==> src/rtl/lcd_pkg.sv <==
// Shared constants and types for the calculator character-LCD driver.
// Command bytes, ASCII codes, operator enum and the sequencing FSM states.
package lcd_pkg;

    localparam logic [7:0] FUNC_SET_1L = 8'h30;
    localparam logic [7:0] FUNC_SET_2L = 8'h38;
    localparam logic [7:0] DISP_ON     = 8'h0C;
    localparam logic [7:0] ENTRY_INC   = 8'h06;
    localparam logic [7:0] CLEAR       = 8'h01;
    localparam logic [7:0] LINE1_ADDR  = 8'h80;
    localparam logic [7:0] LINE2_ADDR  = 8'hC0;

    localparam logic [7:0] CH_SPACE = 8'h20;
    localparam logic [7:0] CH_EQ    = 8'h3D;
    localparam logic [7:0] CH_MINUS = 8'h2D;
    localparam logic [7:0] CH_QMARK = 8'h3F;
    localparam logic [7:0] CH_E     = 8'h45;
    localparam logic [7:0] CH_R     = 8'h72;
    localparam logic [7:0] CH_PLUS  = 8'h2B;
    localparam logic [7:0] CH_MUL   = 8'h2A;
    localparam logic [7:0] CH_DIV   = 8'h2F;
    localparam logic [7:0] CH_ZERO  = 8'h30;

    typedef enum logic [1:0] {OP_ADD, OP_SUB, OP_MUL, OP_DIV} op_code_e;

    typedef enum logic [3:0] {
        INIT, IDLE, ADDR1, A_DIG, OP, B_DIG, EQ, ADDR2, SIGN, R_DIG, PAD, FINISH
    } lcd_state_e;

    typedef enum logic [1:0] {W_IDLE, W_SETUP, W_EN} wr_phase_e;

    function automatic logic [7:0] op_char(input op_code_e op);
        case (op)
            OP_ADD:  op_char = CH_PLUS;
            OP_SUB:  op_char = CH_MINUS;
            OP_MUL:  op_char = CH_MUL;
            default: op_char = CH_DIV;
        endcase
    endfunction

    // Non-decimal nibbles render as '?' so corrupt BCD is visible on the panel.
    function automatic logic [7:0] digit_char(input logic [3:0] d);
        digit_char = (d > 4'd9) ? CH_QMARK : (CH_ZERO | {4'h0, d});
    endfunction

endpackage

==> src/rtl/lcd_byte_writer.sv <==
// LCD tick divider plus 3-tick byte strobe (setup, enable high, enable low).
// Accepts a byte whenever req is high at an idle tick; ack marks the closing tick.
module lcd_byte_writer
    import lcd_pkg::*;
#(
    parameter int TICK_DIV = 50000
) (
    input  logic       clk,
    input  logic       rst_n,
    input  logic       req,
    input  logic       rs,
    input  logic [7:0] byte_in,
    output logic       ack,
    output logic       tick,
    output logic       lcd_rs,
    output logic       lcd_en,
    output logic [7:0] lcd_data
);

    localparam int CW = (TICK_DIV > 1) ? $clog2(TICK_DIV) : 1;

    logic [CW-1:0] cnt_q, cnt_d;
    wr_phase_e     phase_q, phase_d;
    logic          rs_q, rs_d, en_q, en_d;
    logic [7:0]    data_q, data_d;

    always_ff @(posedge clk or negedge rst_n) begin
        if (!rst_n) begin
            cnt_q   <= '0;
            phase_q <= W_IDLE;
            rs_q    <= 1'b0;
            en_q    <= 1'b0;
            data_q  <= 8'h00;
        end else begin
            cnt_q   <= cnt_d;
            phase_q <= phase_d;
            rs_q    <= rs_d;
            en_q    <= en_d;
            data_q  <= data_d;
        end
    end

    always_comb begin
        tick    = (cnt_q == CW'(TICK_DIV - 1));
        cnt_d   = tick ? '0 : cnt_q + 1'b1;
        phase_d = phase_q;
        rs_d    = rs_q;
        en_d    = en_q;
        data_d  = data_q;
        ack     = 1'b0;
        if (tick) begin
            case (phase_q)
                W_IDLE: begin
                    if (req) begin
                        rs_d    = rs;
                        data_d  = byte_in;
                        en_d    = 1'b0;
                        phase_d = W_SETUP;
                    end
                end
                W_SETUP: begin
                    en_d    = 1'b1;
                    phase_d = W_EN;
                end
                W_EN: begin
                    en_d    = 1'b0;
                    ack     = 1'b1;
                    phase_d = W_IDLE;
                end
                default: phase_d = W_IDLE;
            endcase
        end
    end

    assign lcd_rs   = rs_q;
    assign lcd_en   = en_q;
    assign lcd_data = data_q;

endmodule

==> src/rtl/lcd_expr_display.sv <==
// Character-LCD front end for the calculator: power-up init, then renders
// "A op B = R" on each start, padding every line so stale text is overwritten.
//   state  | meaning
//   INIT   | power-up commands, then Clear settle wait
//   IDLE   | waiting for start
//   ADDR1  | set DDRAM to line 1
//   A_DIG  | operand A digits, MSB first, leading zeros suppressed
//   OP     | operator character
//   B_DIG  | operand B digits
//   EQ     | '='
//   ADDR2  | set DDRAM to line 2 (TWO_LINE only)
//   SIGN   | '-' for negative results
//   R_DIG  | result digits, or "Err"
//   PAD    | spaces to fill the current line
//   FINISH | pulse done
module lcd_expr_display
    import lcd_pkg::*;
#(
    parameter int OPD_DIGITS = 4,
    parameter int RES_DIGITS = 8,
    parameter int TICK_DIV   = 50000,
    parameter int LINE_CHARS = 16,
    parameter int TWO_LINE   = 0,
    parameter int CLEAR_WAIT = 2
) (
    input  logic                    clk,
    input  logic                    rst_n,
    input  logic                    start,
    input  logic [4*OPD_DIGITS-1:0] a_bcd,
    input  logic [4*OPD_DIGITS-1:0] b_bcd,
    input  logic [1:0]              op_code,
    input  logic [4*RES_DIGITS-1:0] res_bcd,
    input  logic                    res_neg,
    input  logic                    err,
    output logic                    busy,
    output logic                    done,
    output logic                    lcd_rs,
    output logic                    lcd_en,
    output logic                    lcd_rw,
    output logic [7:0]              lcd_data
);

    localparam int MAXD = (OPD_DIGITS > RES_DIGITS) ? OPD_DIGITS : RES_DIGITS;
    localparam int DW   = $clog2((MAXD > 3) ? MAXD : 3);
    localparam int CCW  = $clog2(LINE_CHARS + 1);
    localparam int IW   = $clog2(CLEAR_WAIT + 5);
    localparam logic [CCW-1:0] LINE_MAX = CCW'(LINE_CHARS);

    lcd_state_e              state_q, state_d;
    logic [IW-1:0]           init_idx_q, init_idx_d;
    logic [DW-1:0]           dig_idx_q, dig_idx_d;
    logic [CCW-1:0]          char_cnt_q, char_cnt_d;
    logic                    line2_q, line2_d;
    logic [4*OPD_DIGITS-1:0] a_q, a_d, b_q, b_d;
    logic [4*RES_DIGITS-1:0] r_q, r_d;
    op_code_e                op_q, op_d;
    logic                    neg_q, neg_d, err_q, err_d;

    logic          req, rs, ack, tick, emit, adv;
    logic [7:0]    byte_out;
    logic [3:0]    a_nib, b_nib, r_nib;
    logic [DW-1:0] msd_a, msd_b, msd_r, res_idx;
    lcd_state_e    res_state, pad_exit;

    lcd_byte_writer #(.TICK_DIV(TICK_DIV)) u_writer (
        .clk      (clk),
        .rst_n    (rst_n),
        .req      (req),
        .rs       (rs),
        .byte_in  (byte_out),
        .ack      (ack),
        .tick     (tick),
        .lcd_rs   (lcd_rs),
        .lcd_en   (lcd_en),
        .lcd_data (lcd_data)
    );

    always_ff @(posedge clk or negedge rst_n) begin
        if (!rst_n) begin
            state_q    <= INIT;
            init_idx_q <= '0;
            dig_idx_q  <= '0;
            char_cnt_q <= '0;
            line2_q    <= 1'b0;
            a_q        <= '0;
            b_q        <= '0;
            r_q        <= '0;
            op_q       <= OP_ADD;
            neg_q      <= 1'b0;
            err_q      <= 1'b0;
        end else begin
            state_q    <= state_d;
            init_idx_q <= init_idx_d;
            dig_idx_q  <= dig_idx_d;
            char_cnt_q <= char_cnt_d;
            line2_q    <= line2_d;
            a_q        <= a_d;
            b_q        <= b_d;
            r_q        <= r_d;
            op_q       <= op_d;
            neg_q      <= neg_d;
            err_q      <= err_d;
        end
    end

    // Highest non-zero digit per field, and the digit currently being rendered.
    always_comb begin
        msd_a = '0;
        msd_b = '0;
        msd_r = '0;
        a_nib = 4'h0;
        b_nib = 4'h0;
        r_nib = 4'h0;
        for (int i = 0; i < OPD_DIGITS; i++) begin
            if (a_q[i*4 +: 4] != 4'h0) msd_a = DW'(i);
            if (b_q[i*4 +: 4] != 4'h0) msd_b = DW'(i);
            if (int'(dig_idx_q) == i) begin
                a_nib = a_q[i*4 +: 4];
                b_nib = b_q[i*4 +: 4];
            end
        end
        for (int i = 0; i < RES_DIGITS; i++) begin
            if (r_q[i*4 +: 4] != 4'h0) msd_r = DW'(i);
            if (int'(dig_idx_q) == i) r_nib = r_q[i*4 +: 4];
        end
        res_state = err_q ? R_DIG : (neg_q ? SIGN : R_DIG);
        res_idx   = err_q ? DW'(2) : msd_r;
        pad_exit  = ((TWO_LINE != 0) && !line2_q) ? ADDR2 : FINISH;
    end

    always_comb begin
        state_d    = state_q;
        init_idx_d = init_idx_q;
        dig_idx_d  = dig_idx_q;
        char_cnt_d = char_cnt_q;
        line2_d    = line2_q;
        a_d        = a_q;
        b_d        = b_q;
        r_d        = r_q;
        op_d       = op_q;
        neg_d      = neg_q;
        err_d      = err_q;
        req        = 1'b0;
        rs         = 1'b1;
        byte_out   = CH_SPACE;
        // Characters past the line end are skipped without touching the bus.
        emit       = (char_cnt_q < LINE_MAX);
        adv        = emit ? ack : 1'b1;

        case (state_q)
            INIT: begin
                if (init_idx_q < IW'(4)) begin
                    req = 1'b1;
                    rs  = 1'b0;
                    if (init_idx_q == IW'(0))      byte_out = (TWO_LINE != 0) ? FUNC_SET_2L : FUNC_SET_1L;
                    else if (init_idx_q == IW'(1)) byte_out = DISP_ON;
                    else if (init_idx_q == IW'(2)) byte_out = ENTRY_INC;
                    else                           byte_out = CLEAR;
                    if (ack) begin
                        if (init_idx_q == IW'(3) && CLEAR_WAIT == 0) state_d = IDLE;
                        else init_idx_d = init_idx_q + 1'b1;
                    end
                end else if (tick) begin
                    if (init_idx_q >= IW'(3 + CLEAR_WAIT)) state_d = IDLE;
                    else init_idx_d = init_idx_q + 1'b1;
                end
            end
            IDLE: begin
                if (start) begin
                    a_d     = a_bcd;
                    b_d     = b_bcd;
                    r_d     = res_bcd;
                    op_d    = op_code_e'(op_code);
                    neg_d   = res_neg;
                    err_d   = err;
                    state_d = ADDR1;
                end
            end
            ADDR1, ADDR2: begin
                req      = 1'b1;
                rs       = 1'b0;
                byte_out = (state_q == ADDR1) ? LINE1_ADDR : LINE2_ADDR;
                if (ack) begin
                    char_cnt_d = '0;
                    line2_d    = (state_q == ADDR2);
                    state_d    = (state_q == ADDR1) ? A_DIG : res_state;
                    dig_idx_d  = (state_q == ADDR1) ? msd_a : res_idx;
                end
            end
            A_DIG, B_DIG: begin
                req      = emit;
                byte_out = digit_char((state_q == A_DIG) ? a_nib : b_nib);
                if (adv) begin
                    if (dig_idx_q == '0) state_d = (state_q == A_DIG) ? OP : EQ;
                    else dig_idx_d = dig_idx_q - 1'b1;
                end
            end
            OP: begin
                req      = emit;
                byte_out = op_char(op_q);
                if (adv) begin
                    state_d   = B_DIG;
                    dig_idx_d = msd_b;
                end
            end
            EQ: begin
                req      = emit;
                byte_out = CH_EQ;
                if (adv) begin
                    state_d   = (TWO_LINE != 0) ? PAD : res_state;
                    dig_idx_d = res_idx;
                end
            end
            SIGN: begin
                req      = emit;
                byte_out = CH_MINUS;
                if (adv) begin
                    state_d   = R_DIG;
                    dig_idx_d = msd_r;
                end
            end
            R_DIG: begin
                req = emit;
                if (err_q) byte_out = (dig_idx_q == DW'(2)) ? CH_E : CH_R;
                else       byte_out = digit_char(r_nib);
                if (adv) begin
                    if (dig_idx_q == '0) state_d = PAD;
                    else dig_idx_d = dig_idx_q - 1'b1;
                end
            end
            PAD: begin
                req = emit;
                // Leave on the closing tick of the last space so done follows it directly.
                if (!emit || (ack && char_cnt_q == LINE_MAX - 1'b1)) state_d = pad_exit;
            end
            FINISH:  state_d = IDLE;
            default: state_d = INIT;
        endcase

        if (req && rs && ack) char_cnt_d = char_cnt_q + 1'b1;
    end

    assign busy   = (state_q != IDLE);
    assign done   = (state_q == FINISH);
    assign lcd_rw = 1'b0;

endmodule

==> config.mk <==
export PLATFORM = sky130hd
export DESIGN_NAME = lcd_expr_display
export DESIGN_NICKNAME = d
export VERILOG_FILES = /design/src/rtl/lcd_pkg.sv /design/src/rtl/lcd_byte_writer.sv /design/src/rtl/lcd_expr_display.sv
export SDC_FILE = /design/constraint.sdc
export NUM_CORES = 1
export LEC_CHECK = 0
export BUFFER_PORTS_ARGS = -buffer_cell sky130_fd_sc_hd__buf_2
export CORE_MARGIN = 4
export CORE_UTILIZATION = 48
export CTS_CLUSTER_DIAMETER = 120
export CTS_CLUSTER_SIZE = 24
export DETAILED_ROUTE_END_ITERATION = 6
export HOLD_SLACK_MARGIN = 0.15
export MAX_ROUTING_LAYER = met4
export PLACE_DENSITY_LB_ADDON = 0.15
export SETUP_SLACK_MARGIN = 0.1
export SLEW_MARGIN = 20
export SYNTH_ARGS = -nofsm -noshare
export SYNTH_HDL_FRONTEND = slang
export SYNTH_HIERARCHICAL = 1
export SYNTH_SLANG_ARGS = --single-unit
export TNS_END_PERCENT = 20
==> constraint.sdc <==
create_clock -name clk -period 8.2 [get_ports clk]
set_clock_uncertainty 0.05 [all_clocks]
set_input_delay 0.82 -clock clk [delete_from_list [all_inputs] [get_ports clk]]
set_output_delay 0.82 -clock clk [all_outputs]
set_load 0.05 [all_outputs]
; Word-level counts from Yosys, hierarchy flattened
; Cells that the tools add are included.
[classes]
addsub = 4
n_lt_le_gt_ge = 5
n_eq_ne = 46
muxes = 87
reduce_logical = 41
[ops]
columns = cell, count
row1 = $mux W4, 34
row2 = $mux W3, 23
row3 = $pmux W8 S7, 1
row4 = $reduce_bool A4 Y1, 13
row5 = $pmux W4 S10, 1
row6 = $ne A2 B2 Y1 const B, 17
row7 = $mux W6, 3
row8 = $add A16 B1 Y16 const B, 1
row9 = $eq A16 B16 Y1 const B, 1
row10 = $eq A4 B3 Y1 const B, 4
row11 = $eq A4 B4 Y1 const B, 4
row12 = $mux W16, 1
row13 = $mux W5, 3
row14 = $pmux W3 S5, 1
row15 = $mux W7, 2
row16 = $reduce_and A13 Y1, 1
row17 = $eq A3 B2 Y1 const B, 4
row18 = $eq A3 B3 Y1 const B, 4
row19 = $mux W1, 11
row20 = $logic_not A3 Y1, 3
row21 = $pmux W3 S3, 1
row22 = $eq A4 B2 Y1 const B, 2
row23 = $gt A4 B4 Y1 const B, 2
row24 = $reduce_and A7 Y1, 1
row25 = other kinds (31), 45
[totals]
regBits = 111
input_bits = 71
word_cells = 198

; Logic depth before layout (Yosys ltp)
; Gate-level depths: netlist of run 1.
[depth]
ltp_word = 13
mapped_depth = 11
ltp_nobuf = 9

; Cells and area by module
; The synthesis of run 1 kept the hierarchy.
[modules_own_cells]
columns = module, instances, cells_per_inst, area_per_inst_um2, seq_area_each_um2
row1 = lcd_expr_display, 1, 476, 4848.4, 2077.0
row2 = lcd_byte_writer, 1, 102, 1226.2, 700.7

; Worst setup path before layout of run 1
; OpenSTA, ideal clock, no wires.
[synth_path]
kind = register -> register
startpoint = register u_writer.cnt_q[7]
endpoint = register state_q[1]
setup_ns = 0.134
t_arrival_ns = 2.475
required_ns = 8.016
slack_ns = 5.541
stages_incl_launch_ff = 9
synth_period_minus_slack_ns = 2.659
path_cell_list = dfrtp_1 > or4b_1 > nor4_4 > and3_1 > nor2_1 > a22o_1 > nand3b_1 > o21ai_0 > o31ai_1
[synth_between]
elab_chain_cells = 6
[synth_rtl]
columns = element, line_no
row1 = from (decl), lcd_byte_writer.sv:22  ; logic [CW-1:0] cnt_q, cnt_d;
row2 = from (signal assigned), lcd_byte_writer.sv:35  ; cnt_q <= cnt_d;
row3 = $eq A16 B16 Y1 *, lcd_byte_writer.sv:44  ; tick = (cnt_q == CW'(TICK_DIV - 1));
row4 = $mux W1 *, lcd_byte_writer.sv:51  ; if (tick) begin
row5 = net ack, lcd_expr_display.sv:59  ; logic req, rs, ack, tick, emit, adv;
row6 = $logic_and A1 B1 Y1, lcd_expr_display.sv:234  ; if (!emit || (ack && char_cnt_q == LINE_MAX - 1'b1)) state_d = pad_exit;
row7 = $logic_or A1 B1 Y1, lcd_expr_display.sv:234
row8 = $ne A2 B2 Y1 (no line), -
row9 = $reduce_and A13 Y1 (no line) *, -
row10 = to (signal assigned), lcd_expr_display.sv:92  ; state_q <= state_d;
row11 = to (decl), lcd_expr_display.sv:49  ; lcd_state_e state_q, state_d;
; The timed path passes the listed nets; every way through them passes the cells marked *.
; A chain may end at the register's enable or synchronous reset.

; Worst setup path in the final report of run 1
[layout_path]
startpoint = register u_writer.cnt_q[7]
endpoint = register state_q[1]
[layout_between]
elab_chain_cells = 6
[layout_rtl]
columns = element, line_no
row1 = $eq A16 B16 Y1 *, lcd_byte_writer.sv:44
row2 = net tick, lcd_expr_display.sv:59
row3 = $mux W1 *, lcd_byte_writer.sv:51
row4 = net ack, lcd_expr_display.sv:59
row5 = $logic_and A1 B1 Y1, lcd_expr_display.sv:234
row6 = $logic_or A1 B1 Y1, lcd_expr_display.sv:234
row7 = $ne A2 B2 Y1 (no line), -
row8 = $reduce_and A13 Y1 (no line) *, -
; Marks and branches as above.

==> results of run 1 <==
layer usage:
metal	vias to the layer above	wire [um]	global-route usage
li1	2232	-	-
met1	2262	6420	0.272
met2	146	6650	0.324
met3	23	766	0.0412
met4	0	274	0.0644
met5	-	0	-
cell usage after synthesis, drive strengths merged, types with 8 or more instances:
cell / instances / area, um2
buf: 26 / 133
nand3: 13 / 65.1
inv: 20 / 75.1
o21ai: 38 / 190
ha: 12 / 150
clkbuf: 8 / 30.0
nand2: 39 / 146
dfrtp: 111 / 2780
nand3b: 9 / 67.6
nor4: 12 / 90.1
a21oi: 14 / 73.8
nor3: 12 / 60.1
nor2b: 9 / 56.3
xnor2: 11 / 96.3
a221oi: 8 / 82.6
nand2b: 10 / 62.6
nor2: 42 / 160
a211oi: 9 / 67.6
mux2: 81 / 916
power breakdown:
part | total, uW | internal, uW | leakage, uW | switching (uW)
clock | 439 | 237 | 0.000142 | 201
sequential | 547 | 547 | 0.00154 | 0
combinational | 28.8 | 12.4 | 0.00159 | 16.4
cells by family after synthesis:
group           count (synthesis)  share of synthesized area
mux                            83                      0.154
xor+xnor                       18                     0.0260
buf+inv                        54                     0.0391
fa+ha+maj                      12                     0.0247
other cells                     1                   0.000617
compound gates                123                      0.139
flops                         111                      0.457
simple gates                  176                      0.159
critical path, stage by stage (launching register included):
cell and delay, ns:
sky130_fd_sc_hd__dfrtp_1 0.43, sky130_fd_sc_hd__or4b_1 0.60, sky130_fd_sc_hd__nor4_4 0.81, sky130_fd_sc_hd__and3_1 0.42, sky130_fd_sc_hd__nor2_1 0.07, sky130_fd_sc_hd__a22o_1 0.27
sky130_fd_sc_hd__nand3b_1 0.29, sky130_fd_sc_hd__o21ai_0 0.22, sky130_fd_sc_hd__o31ai_1 0.09
worst paths after layout:
| kind | startpoint | end | slack (ns) | cells after the start |
|---|---|---|---|---|
| worst max-delay path | u_writer/cnt_q[7] | state_q[1] | 4.85 | 8 |
| worst min-delay path | rst_n | u_writer/lcd_data[1] | 0.32 | 1 |
| worst max register to register | u_writer/cnt_q[7] | state_q[1] | 4.85 | 8 |
| worst min register to register | u_writer/cnt_q[0] | u_writer/cnt_q[0] | 0.45 | 1 |
| max in group asynchronous | rst_n | r_q[1] | 6.71 | 2 |
| min in group clk | u_writer/cnt_q[0] | u_writer/cnt_q[0] | 0.45 | 1 |
final cells by class:
cell class | instances | area [um2]
Clock buffer | 9 | 225
Clock inverter | 7 | 72.6
Sequential cell | 111 | 2780
Inverter | 20 | 75.1
Fill cell | 1102 | 5350
Timing Repair Buffer | 84 | 432
Tap cell | 168 | 210
Multi-Input combinational cell | 413 | 3070
metrics by stage:
step / area (um2) / cells / util
global placement: 6560 / 796 / 0.537
CTS: 6860 / 812 / 0.562
finish: 6860 / 812 / 0.562
global route: 6860 / 812 / 0.562
detailed placement: 6560 / 796 / 0.537
floorplan: 6070 / 578 / -
state kept, by name, indices dropped and copies added, names as in the netlist:
signal,cells
r_q,32
a_q,16
b_q,16
u_writer/cnt_q,16
u_writer/lcd_data,8
char_cnt_q,5
state_q,4
dig_idx_q,3
init_idx_q,3
op_q,2
u_writer/phase_q,2
err_q,1
neg_q,1
u_writer/lcd_en,1
u_writer/lcd_rs,1
==> impl_summary.md, run 1 <==
Worst hold path
The min-delay analysis places its worst path in the category in2async.

Finish
The area growth from synthesis to layout is 13.0%. The most common cell after layout, fill and taps aside is sky130_fd_sc_hd__dfrtp_1. The share of cells above drive strength 1 is 0.300. The top cell types in the final layout, fill and taps aside, are sky130_fd_sc_hd__dfrtp_1 (111), sky130_fd_sc_hd__buf_2 (81), sky130_fd_sc_hd__mux2_2 (80).

In the final design database the tool counted 722 nets. The repair_antennas step left the layout with diodes totalling 0.

Die
The die width is 120 um. The boundary pin count is 84. The die covers 14500 um2.

The initial core utilization is 0.497. The number of placement rows is 40. The core area is 12200 um2. The die is 120 um tall.

CTS
The cell sitting at the root of the clock tree is a sky130_fd_sc_hd__clkbuf_16. The clock reaches the later pin of the worst-skew pair after 0.36 ns. The clock slew at the register clock pins of the worst setup and hold paths is 0.07 ns. After clock tree synthesis, the setup repair step added 0 buffers. The clock sink total is 111. The maximum clock path buffer count is 2.

The H-tree was split into 3 levels. TritonCTS built the clock tree. The number of gates resized after CTS was 0. The TritonCTS buffer count is 9. After clock tree synthesis, the flow added hold-fix buffers numbering 0.

STA
The worst pin sits at a relative slew slack of 0.333. The final cycle utilization of the critical path is 0.408. The actual slew at the worst max-slew pin is 1.00 ns. On the final layout, the worst hold slack is 0.321 ns.

The maximum clock rate is 299 MHz. The final critical-path setup slack is 4.85 ns. The number of hold violations in the final report came to 0. Setup repair after global routing left no endpoint under its margin.

The final total negative setup slack is 0 ns. The final max-slew violation count is 0. The time the worst path needs with I/O delays and setup is 3.35 ns. Setup violations remaining at the end of the flow were counted as 0.

Power
The peak supply drop is 0.000130 V. Total power for the finished layout comes to 1010 uW. Dividing total power by cell area gives a power density of 148 nW/um2. The static leakage is 0.00327 uW.

Synth
A synthesized cell averages 10.5 um2. The dominant synthesized flop cell is sky130_fd_sc_hd__dfrtp_1. The synthesized netlist contains 67 unique library cells. The cell count after synthesis came out at 578. The flip-flop and latch count after synthesis is 111. Yosys printed 6 warnings. The number of nets in the synthesized netlist is 661. The area of the mapped netlist is 6070 um2.

After synthesis, the share of flip-flops with an asynchronous set or reset is 1.00. Of the synthesized area, sequential elements account for 0.457. The number of enable-type register cells in the synthesized netlist is 0.

Routing
The post-detailed-route DRC marker count is 0. The pre-antenna-repair detailed-routing pass consisted of 5 iterations. The number of DRC violations after detailed-routing iteration 0 is 282. The total vias in the final route is 4663. The total routed wirelength is 14.1 mm. In the routed layout, each cell is associated on average with a via count of 5.74. The post-route antenna net violation count is 0. In the final routed layout, each cell accounts on average for 17.4 um.

Worst setup path
The sort of element at the end of the critical path is a flip-flop. Along the worst path, the maximum fanout reaches 17. The endpoint arrival time on the critical path is 3.54 ns.

The data required time of the worst path is 8.39 ns. The kind of critical path is reg2reg. The nature of the critical path startpoint is a flip-flop.

Place
The half-perimeter wire length after placement is 10.4 mm. The worst slack at placement is 4.84 ns. The number of buffer cells added on primary ports is 82.

The global placement routability congestion is 0.859.

Global route
The maximum number of pins on one net before global-route repair is 85. The via count of the first global-routing pass is 4646. The number of antenna violations at the first check in global routing is 0.

The overall global routing resource usage is 0.206. The first global-routing pass estimated 23.5 mm of wire. The sum of overflow across all layers after global routing is 0.

Flow run
The number of maximum-capacitance constraint violations is 0.

Status
The run finished with clean final reports.
No activity file was read; power rests on OpenSTA's default activity.
==> run 2, diff against run 1 <==
==> constraint.sdc (replaced) <==
create_clock -name clk -period 3.3 [get_ports clk]
set_clock_uncertainty 0.05 [all_clocks]
set_input_delay 0.33 -clock clk [delete_from_list [all_inputs] [get_ports clk]]
set_output_delay 0.33 -clock clk [all_outputs]
set_load 0.05 [all_outputs]
==> run 2 against run 1 <==
  * Utilization is 2.0 points higher
  * Die area stayed put
  * Critical path depth increased by 1
==> impl_summary.md, run 2 (synthesized netlist as in run 1, its figures left out) <==
Status
The run finished with clean final reports.

STA
The remaining max-slew budget at the tightest pin was 0.579 (+0.246). The final total negative setup slack is 0 ns (unchanged). The maximum clock rate is 350 MHz (+17%). Setup repair after global routing left no endpoint under its margin. The actual slew at the worst max-slew pin is 0.616 ns (-0.385 ns). The final count of negative-setup-slack endpoints came to 0 (unchanged).

The time the worst path needs with I/O delays and setup is 2.86 ns (-0.492 ns). The number of hold violations in the final report came to 0 (unchanged). The final max-slew violation count is 0 (unchanged). The final cycle utilization of the critical path is 0.865 (+0.457).

Routing
The post-detailed-route DRC marker count came to 0 (unchanged). The first-pass iteration count of the detailed router came to 5 (unchanged). Signal routing reaches up to met4. The routed length per placed instance is 17.3 um (-0.51%). The number of DRC violations after detailed-routing iteration 0 came to 354 (+26%). The total routed wirelength came to 14.4 mm (+2.2%). The post-route antenna net violation count came to 0 (unchanged). The routed wire length on met2 is 6.85 mm (+3.0%).

The detailed-routing wirelength on met1 came to 6.62 mm (+3.2%). The via-per-instance ratio is 5.73 (-0.26%). The total vias in the final route was 4777 (+2.4%). The routed length on met3 is 794 um (+3.7%).

CTS
The TritonCTS buffer count is 9 (unchanged). The number of buffers inserted to repair setup after CTS came to 0 (unchanged). The clock slew at the register clock pins of the worst setup and hold paths is 0.08 ns (about the same). In this run the clock root is driven by a sky130_fd_sc_hd__clkbuf_16. The clock sink total was 111 (unchanged). The maximum clock path buffer count came to 2 (unchanged).

The H-tree depth was 3 (unchanged). The clock insertion delay at the later pin of the skew report was 0.36 ns (about the same). The clock tree from TritonCTS is built.

Place
The number of buffer cells added on primary ports was 82 (unchanged). The total placed cells including tap cells is 805 (+1.1%). The global placement routability congestion is 0.905 (+5.3%).

The half-perimeter wire length after placement is 10.7 mm (+3.0%). The cell area after placement came to 6640 um2 (+1.2%).

Worst setup path
The worst setup path is captured at a flip-flop. The most numerous cell type found on the critical path is sky130_fd_sc_hd__a221oi_1. The largest fanout on the critical path is 11 (-6). For this design, the slowest cell found on the critical path is sky130_fd_sc_hd__nor2b_1. The data required time of the worst path came to 3.55 ns (-4.84 ns).

The worst-case register-to-register setup slack was 0.44 ns (-4.41 ns). Walking the worst path, the cells encountered are inv_1 -> ha_1 -> nor2b_1 -> a221oi_1 -> o31a_1 -> a31oi_1 -> a221oi_1 -> o21ai_1 -> mux2_2. By startpoint and endpoint, the worst setup path is classified as reg2reg. The worst setup path is launched from a flip-flop. The critical path's largest stage delay is 0.59 ns (-0.22 ns). The endpoint arrival time on the critical path is 3.11 ns (-0.43 ns).

Finish
The final design area excluding fillers is 7110 um2 (+3.5%). The number of flip-flops under the largest register name was 32 (unchanged). The most common cell after layout, fill and taps aside is sky130_fd_sc_hd__dfrtp_1. Counting flops per register, the top entry is r_q. The final core utilization is 0.582 (+0.0198). The top cell types in the final layout, fill and taps aside, are sky130_fd_sc_hd__dfrtp_1 (111), sky130_fd_sc_hd__buf_2 (81), sky130_fd_sc_hd__mux2_2 (80). The share of cells above drive strength 1 was 0.302 (+0.00211). The count of filler cells inserted in the layout is 1107 (+0.45%). The number of standard cells in the final layout excluding fillers was 834 (+2.7%).

The antenna diode count is 0 (unchanged). The total number of nets in the final design was 744 (+3.0%). Compared with the post-synthesis result, the final layout area differs by 17.0%.

Global route
The maximum number of pins on one net before global-route repair is 66 (-22%). The global-route wire length before repair is 24.2 mm (+3.1%). The overall global routing resource usage is 0.213 (+0.00672). The sum of overflow across all layers after global routing is 0 (unchanged). The number of antenna violations at the first check in global routing came to 0 (unchanged). The via count of the first global-routing pass was 4820 (+3.7%).

Die
The boundary pin count is 84 (unchanged). The initial core utilization is 0.497 (unchanged). The vertical die dimension is 120 um (unchanged). The die area was 14500 um2 (unchanged). The number of placement rows is 40 (unchanged). The core area is 12200 um2 (unchanged). The die width came to 120 um (unchanged).

Worst hold path
The min-delay analysis places its worst path in the category in2reg.

Flow run
The number of maximum-capacitance constraint violations is 0 (unchanged).

Power
The static leakage is 0.00339 uW (+3.8%). The total power density per cell area is 373 nW/um2 (+150%). The total power was 2650 uW (+160%). The peak supply drop is 0.000359 V (+180%).
## run 2: cell count changes in the layout (fill, tap and decap cells not counted), sizes merged
cell,previous run,this run
bufinv,1,2
buf,84,93
dlygate4sd3,0,13
clkbuf,9,12
clkinv,3,0
clkinvlp,2,1
## run 2: worst max-delay path: cells and delay by family (launching register included)
kind	cells	cell delay [ns]
DFF	1	0.43
muxes	1	0.16
buffers and inverters	1	0.13
adders and majority gates	1	0.38
AOI/OAI and AO/OA	5	1.07
and+or+nand+nor	1	0.59
## run 2: power by group
group,switching (uW),leakage [uW],internal (uW)
clock network,496,0.000159,710
registers,0,0.00154,1360
logic,43.0,0.00169,42.1
total,539,0.00339,2110
## run 2: repair_timing
action / 4_1_cts / 5_1_grt
hold endpoints to repair: 57 / 1
resized for setup: 0 / 0
hold buffers: 12 / 1
## run 2: worst paths after layout
| kind | to | startpoint | cells past startpoint |
|---|---|---|---|
| setup / recovery | u_writer/lcd_data[1] | dig_idx_q[0] | 9 |
| hold / removal | a_q[1] | a_bcd[1] | 2 |
| setup reg to reg | u_writer/lcd_data[1] | dig_idx_q[0] | 9 |
| hold reg to reg | u_writer/cnt_q[0] | u_writer/cnt_q[0] | 1 |
| max in group asynchronous | r_q[3] | rst_n | 3 |
| min in group asynchronous | char_cnt_q[0] | rst_n | 2 |
## run 2: per-stage QoR
| stage | hold WS (ns) | worst slack (ns) |
|---|---|---|
| after floorplan | -0.0156 | 0.641 |
| after global placement | 0.326 | 0.567 |
| after detailed placement | 0.328 | 0.460 |
| after CTS | 0.150 | 0.457 |
| after global routing | 0.151 | 0.160 |
| final | 0.154 | 0.445 |
## run 2: per-layer routing
layer	track usage	vias to the layer above
met4	0.0453	0
met3	0.0407	15
met1	0.291	2339
met2	0.335	138
li1	-	2285
met5	-	-
## run 2: cell type report
cell class	count	area, um2	area share
well taps	168	210	0.0296
repair buffers	106	638	0.0898
flip-flops and latches	111	2780	0.391
multi-input cells	413	3070	0.432
clock buffers	12	256	0.0361
clock inverters	4	76.3	0.0107
inverters	20	75.1	0.0106
==> run 3, diff against run 2 <==
--- a/config.mk
+++ b/config.mk
@@ -7,7 +7,7 @@
 export LEC_CHECK = 0
 export BUFFER_PORTS_ARGS = -buffer_cell sky130_fd_sc_hd__buf_2
 export CORE_MARGIN = 4
-export CORE_UTILIZATION = 48
+export CORE_UTILIZATION = 47
 export CTS_CLUSTER_DIAMETER = 120
 export CTS_CLUSTER_SIZE = 24
 export DETAILED_ROUTE_END_ITERATION = 6
==> run 3 against run 2 <==
  * Global-route usage is 0.67 points higher
  * Wire length rose by 3.9%
  * Register-to-register slack barely moved
  * Non-clock buffer count is 38 higher
  * Via count up 3.5%
  * Total power down 3.9%
  * Critical path type unchanged
==> impl_summary.md, run 3 (synthesized netlist as in run 1, its figures left out) <==
STA
The final count of negative-setup-slack endpoints came to 0 (unchanged). The final cycle utilization of the critical path is 0.868 (+0.00319). The final total negative setup slack is 0 ns (unchanged). The actual slew at the worst max-slew pin is 0.873 ns (+0.257 ns). The final max-slew violation count came to 0 (unchanged). The time the worst path needs with I/O delays and setup came to 2.87 ns (+0.0105 ns). The remaining max-slew budget at the tightest pin is 0.418 (-0.161). The number of hold violations in the final report was 0 (unchanged). Setup repair after global routing left no endpoint under its margin. The maximum clock rate is 349 MHz (-0.37%).

Routing
The first-pass iteration count of the detailed router was 5 (unchanged). The detailed-routing wirelength on met1 is 6.86 mm (+3.5%). The routed length per placed instance was 17.1 um (-1.1%).

The via-per-instance ratio came to 5.65 (-1.4%). The post-route antenna net violation count came to 0 (unchanged). The routed wire length on met2 was 7.18 mm (+4.8%). The routed length on met3 is 686 um (-14%).

The post-detailed-route DRC marker count came to 0 (unchanged). The total routed wirelength was 15.0 mm (+3.9%). The number of DRC violations after detailed-routing iteration 0 is 317 (-10%).

In this run the top signal layer used is met4. The total vias in the final route is 4946 (+3.5%).

Power
The sequential fraction of design power was 0.533 (+0.020). The total power density per cell area is 342 nW/um2 (-8.3%). The static leakage is 0.00353 uW (+4.0%). The switching fraction of total power is 0.230 (+0.0271). The switching power of the nets is 587 uW (+8.9%).

The clock power share was 0.419 (-0.036). The internal power was 1960 uW (-7.2%). The power share of the combinational group was 0.048 (+0.016).

The peak supply drop is 0.000238 V (-34%).

Worst setup path
The worst-case register-to-register setup slack is 0.43 ns (about the same). The end of the worst register-to-register path is u_writer/lcd_data[2]. The largest fanout on the critical path came to 11 (unchanged). The path length in cells of the critical path is 9 (unchanged).

The sort of element at the end of the critical path is a flip-flop. Walking the worst path, the cells encountered are inv_1 -> ha_1 -> nor2b_1 -> a221oi_1 -> o31a_1 -> a31oi_1 -> a221oi_1 -> o21ai_1 -> mux2_2. The endpoint arrival time on the critical path came to 3.12 ns (about the same). The startpoint identified for the worst register-to-register timing path is dig_idx_q[0]. The data required time of the worst path is 3.55 ns (about the same). The nature of the critical path startpoint is a flip-flop.

The slowest stage of the critical path belongs to the cell sky130_fd_sc_hd__nor2b_1. The kind of critical path is reg2reg. Broken down by cell family, the worst path's largest delay share belongs to compound AO/OA/AOI/OAI gates. The critical path's largest stage delay was 0.57 ns (-0.02 ns). Counting stages on the worst path, the most repeated cell is sky130_fd_sc_hd__a221oi_1. The buffer and inverter count on the worst path was 1 (unchanged). The number of cells traversed by the worst register-to-register path came to 9 (unchanged).

Worst hold path
The path category of the worst min-delay check is in2reg. The end of the worst hold path is r_q[4]. The hold-critical path depth is 2 (unchanged). The worst hold path begins at res_bcd[4].

Global route
The sum of overflow across all layers after global routing is 0 (unchanged). The via count of the first global-routing pass was 4834 (+0.29%). The number of antenna violations at the first check in global routing was 0 (unchanged). The global-route wire length before repair was 25.1 mm (+3.7%).

The maximum number of pins on one net before global-route repair was 69 (+4.5%). The overall global routing resource usage is 0.220 (+0.00666).

CTS
The number of instances resized during post-cts repair is 0 (unchanged). The TritonCTS buffer count is 9 (unchanged). The maximum clock path buffer count is 2 (unchanged). The H-tree depth is 3 (unchanged). The clock insertion delay at the later pin of the skew report is 0.36 ns (about the same). The clock sink total was 111 (unchanged). The number of buffers inserted to repair setup after CTS is 0 (unchanged). The clock tree from TritonCTS is built. The number of hold-repair buffers added at the cts stage is 53 (+41). The clock slew at the register clock pins of the worst setup and hold paths is 0.07 ns (about the same).

The tree is rooted in a sky130_fd_sc_hd__clkbuf_16.

Place
The half-perimeter wire length after placement came to 10.7 mm (+0.28%). The total placed cells including tap cells is 807 (+0.25%). The number of buffer cells added on primary ports is 82 (unchanged). The global placement routability congestion was 0.917 (+1.3%).

Die
The number of placement rows is 41 (+2.5%). The core area is 12600 um2 (+3.3%). The initial core utilization is 0.481 (-0.0161). The die area came to 14800 um2 (+2.0%). The die width was 122 um (+0.99%). The boundary pin count is 84 (unchanged). The vertical die dimension is 122 um (+0.99%).

Status
The flow ran to the end, and the final reports show no timing, DRC or antenna violations.

Finish
The total number of nets in the final design is 782 (+5.1%). More flip-flops sit in one register than any other, and that register is r_q. The share of cells above drive strength 1 is 0.284 (-0.0177). The count of filler cells inserted in the layout is 1063 (-4.0%). Compared with the post-synthesis result, the final layout area differs by 22.7%. The number of standard cells in the final layout excluding fillers is 876 (+5.0%). The antenna diode count is 0 (unchanged).

The number of flip-flops under the largest register name was 32 (unchanged). In the layout the commonest cells are sky130_fd_sc_hd__dfrtp_1 (111), sky130_fd_sc_hd__buf_2 (81), sky130_fd_sc_hd__mux2_2 (80). The most common cell after layout, fill and taps aside is sky130_fd_sc_hd__dfrtp_1.

Flow run
The number of maximum-capacitance constraint violations is 0 (unchanged).
-- run 3: cell types whose count changed in the layout (fill, tap and decap cells not counted), sizes merged --
cell,delta
buf,-2
dlygate4sd3,+40
clkbuf,-3
clkinv,+2
bufinv,-2
inv,+3
-- run 3: final cells by class --
type	instances	area, um2	area share
timing repair buffer	144	1020	0.137
clock inverter	7	62.6	0.00840
clock buffer	9	225	0.0302
tap	172	215	0.0289
sequential	111	2780	0.373
inverter	20	75.1	0.0101
multi-input combinational	413	3070	0.412
-- run 3: power by group through the flow --
| stage | clock, uW | sequential, uW | combinational, uW |
|---|---|---|---|
| 6_report | 1070 | 1360 | 122 |
| 2_1_floorplan | 0 | 1390 | 4.30 |
| 3_3_place_gp | 0 | 1390 | 75.0 |
| 5_1_grt | 1160 | 1360 | 138 |
| 3_5_place_dp | 0 | 1390 | 76.4 |
| 4_1_cts | 1090 | 1360 | 124 |
-- run 3: metrics by stage --
stage | util | power (uW) | area, um2 | hold WS (ns) | worst slack, ns
5_1_grt | 0.590 | 2650 | 7450 | 0.151 | 0.216
6_report | 0.590 | 2550 | 7450 | 0.159 | 0.434
4_1_cts | 0.590 | 2580 | 7450 | 0.150 | 0.452
2_1_floorplan | - | 1390 | 6070 | -0.0156 | 0.641
3_3_place_gp | 0.526 | 1460 | 6630 | 0.374 | 0.573
3_5_place_dp | 0.526 | 1460 | 6630 | 0.382 | 0.450
-- run 3: worst max-delay path by stage --
| stage | startpoint | endpoint | slack, ns |
|---|---|---|---|
| floorplan | u_writer/cnt_q[7] | state_q[1] | 0.64 |
| global placement | u_writer/cnt_q[7] | state_q[1] | 0.57 |
| detailed placement | dig_idx_q[0] | u_writer/lcd_data[0] | 0.45 |
| CTS | dig_idx_q[0] | u_writer/lcd_data[0] | 0.45 |
| global route | dig_idx_q[0] | u_writer/lcd_data[1] | 0.22 |
| finish | dig_idx_q[0] | u_writer/lcd_data[2] | 0.43 |
-- run 3: per-layer routing --
metal,track usage,up-vias
li1,-,2371
met1,0.293,2421
met2,0.349,138
met3,0.0283,16
met4,0.0770,0
met5,-,-
-- run 3: worst reg2reg max path: cells and delay by family, from the launching register on --
kind	cells	cell delay, ns
adders and majority gates	1	0.41
and+or+nand+nor	1	0.57
muxes	1	0.16
AOI/OAI and AO/OA	5	1.07
DFF	1	0.43
buffers and inverters	1	0.12
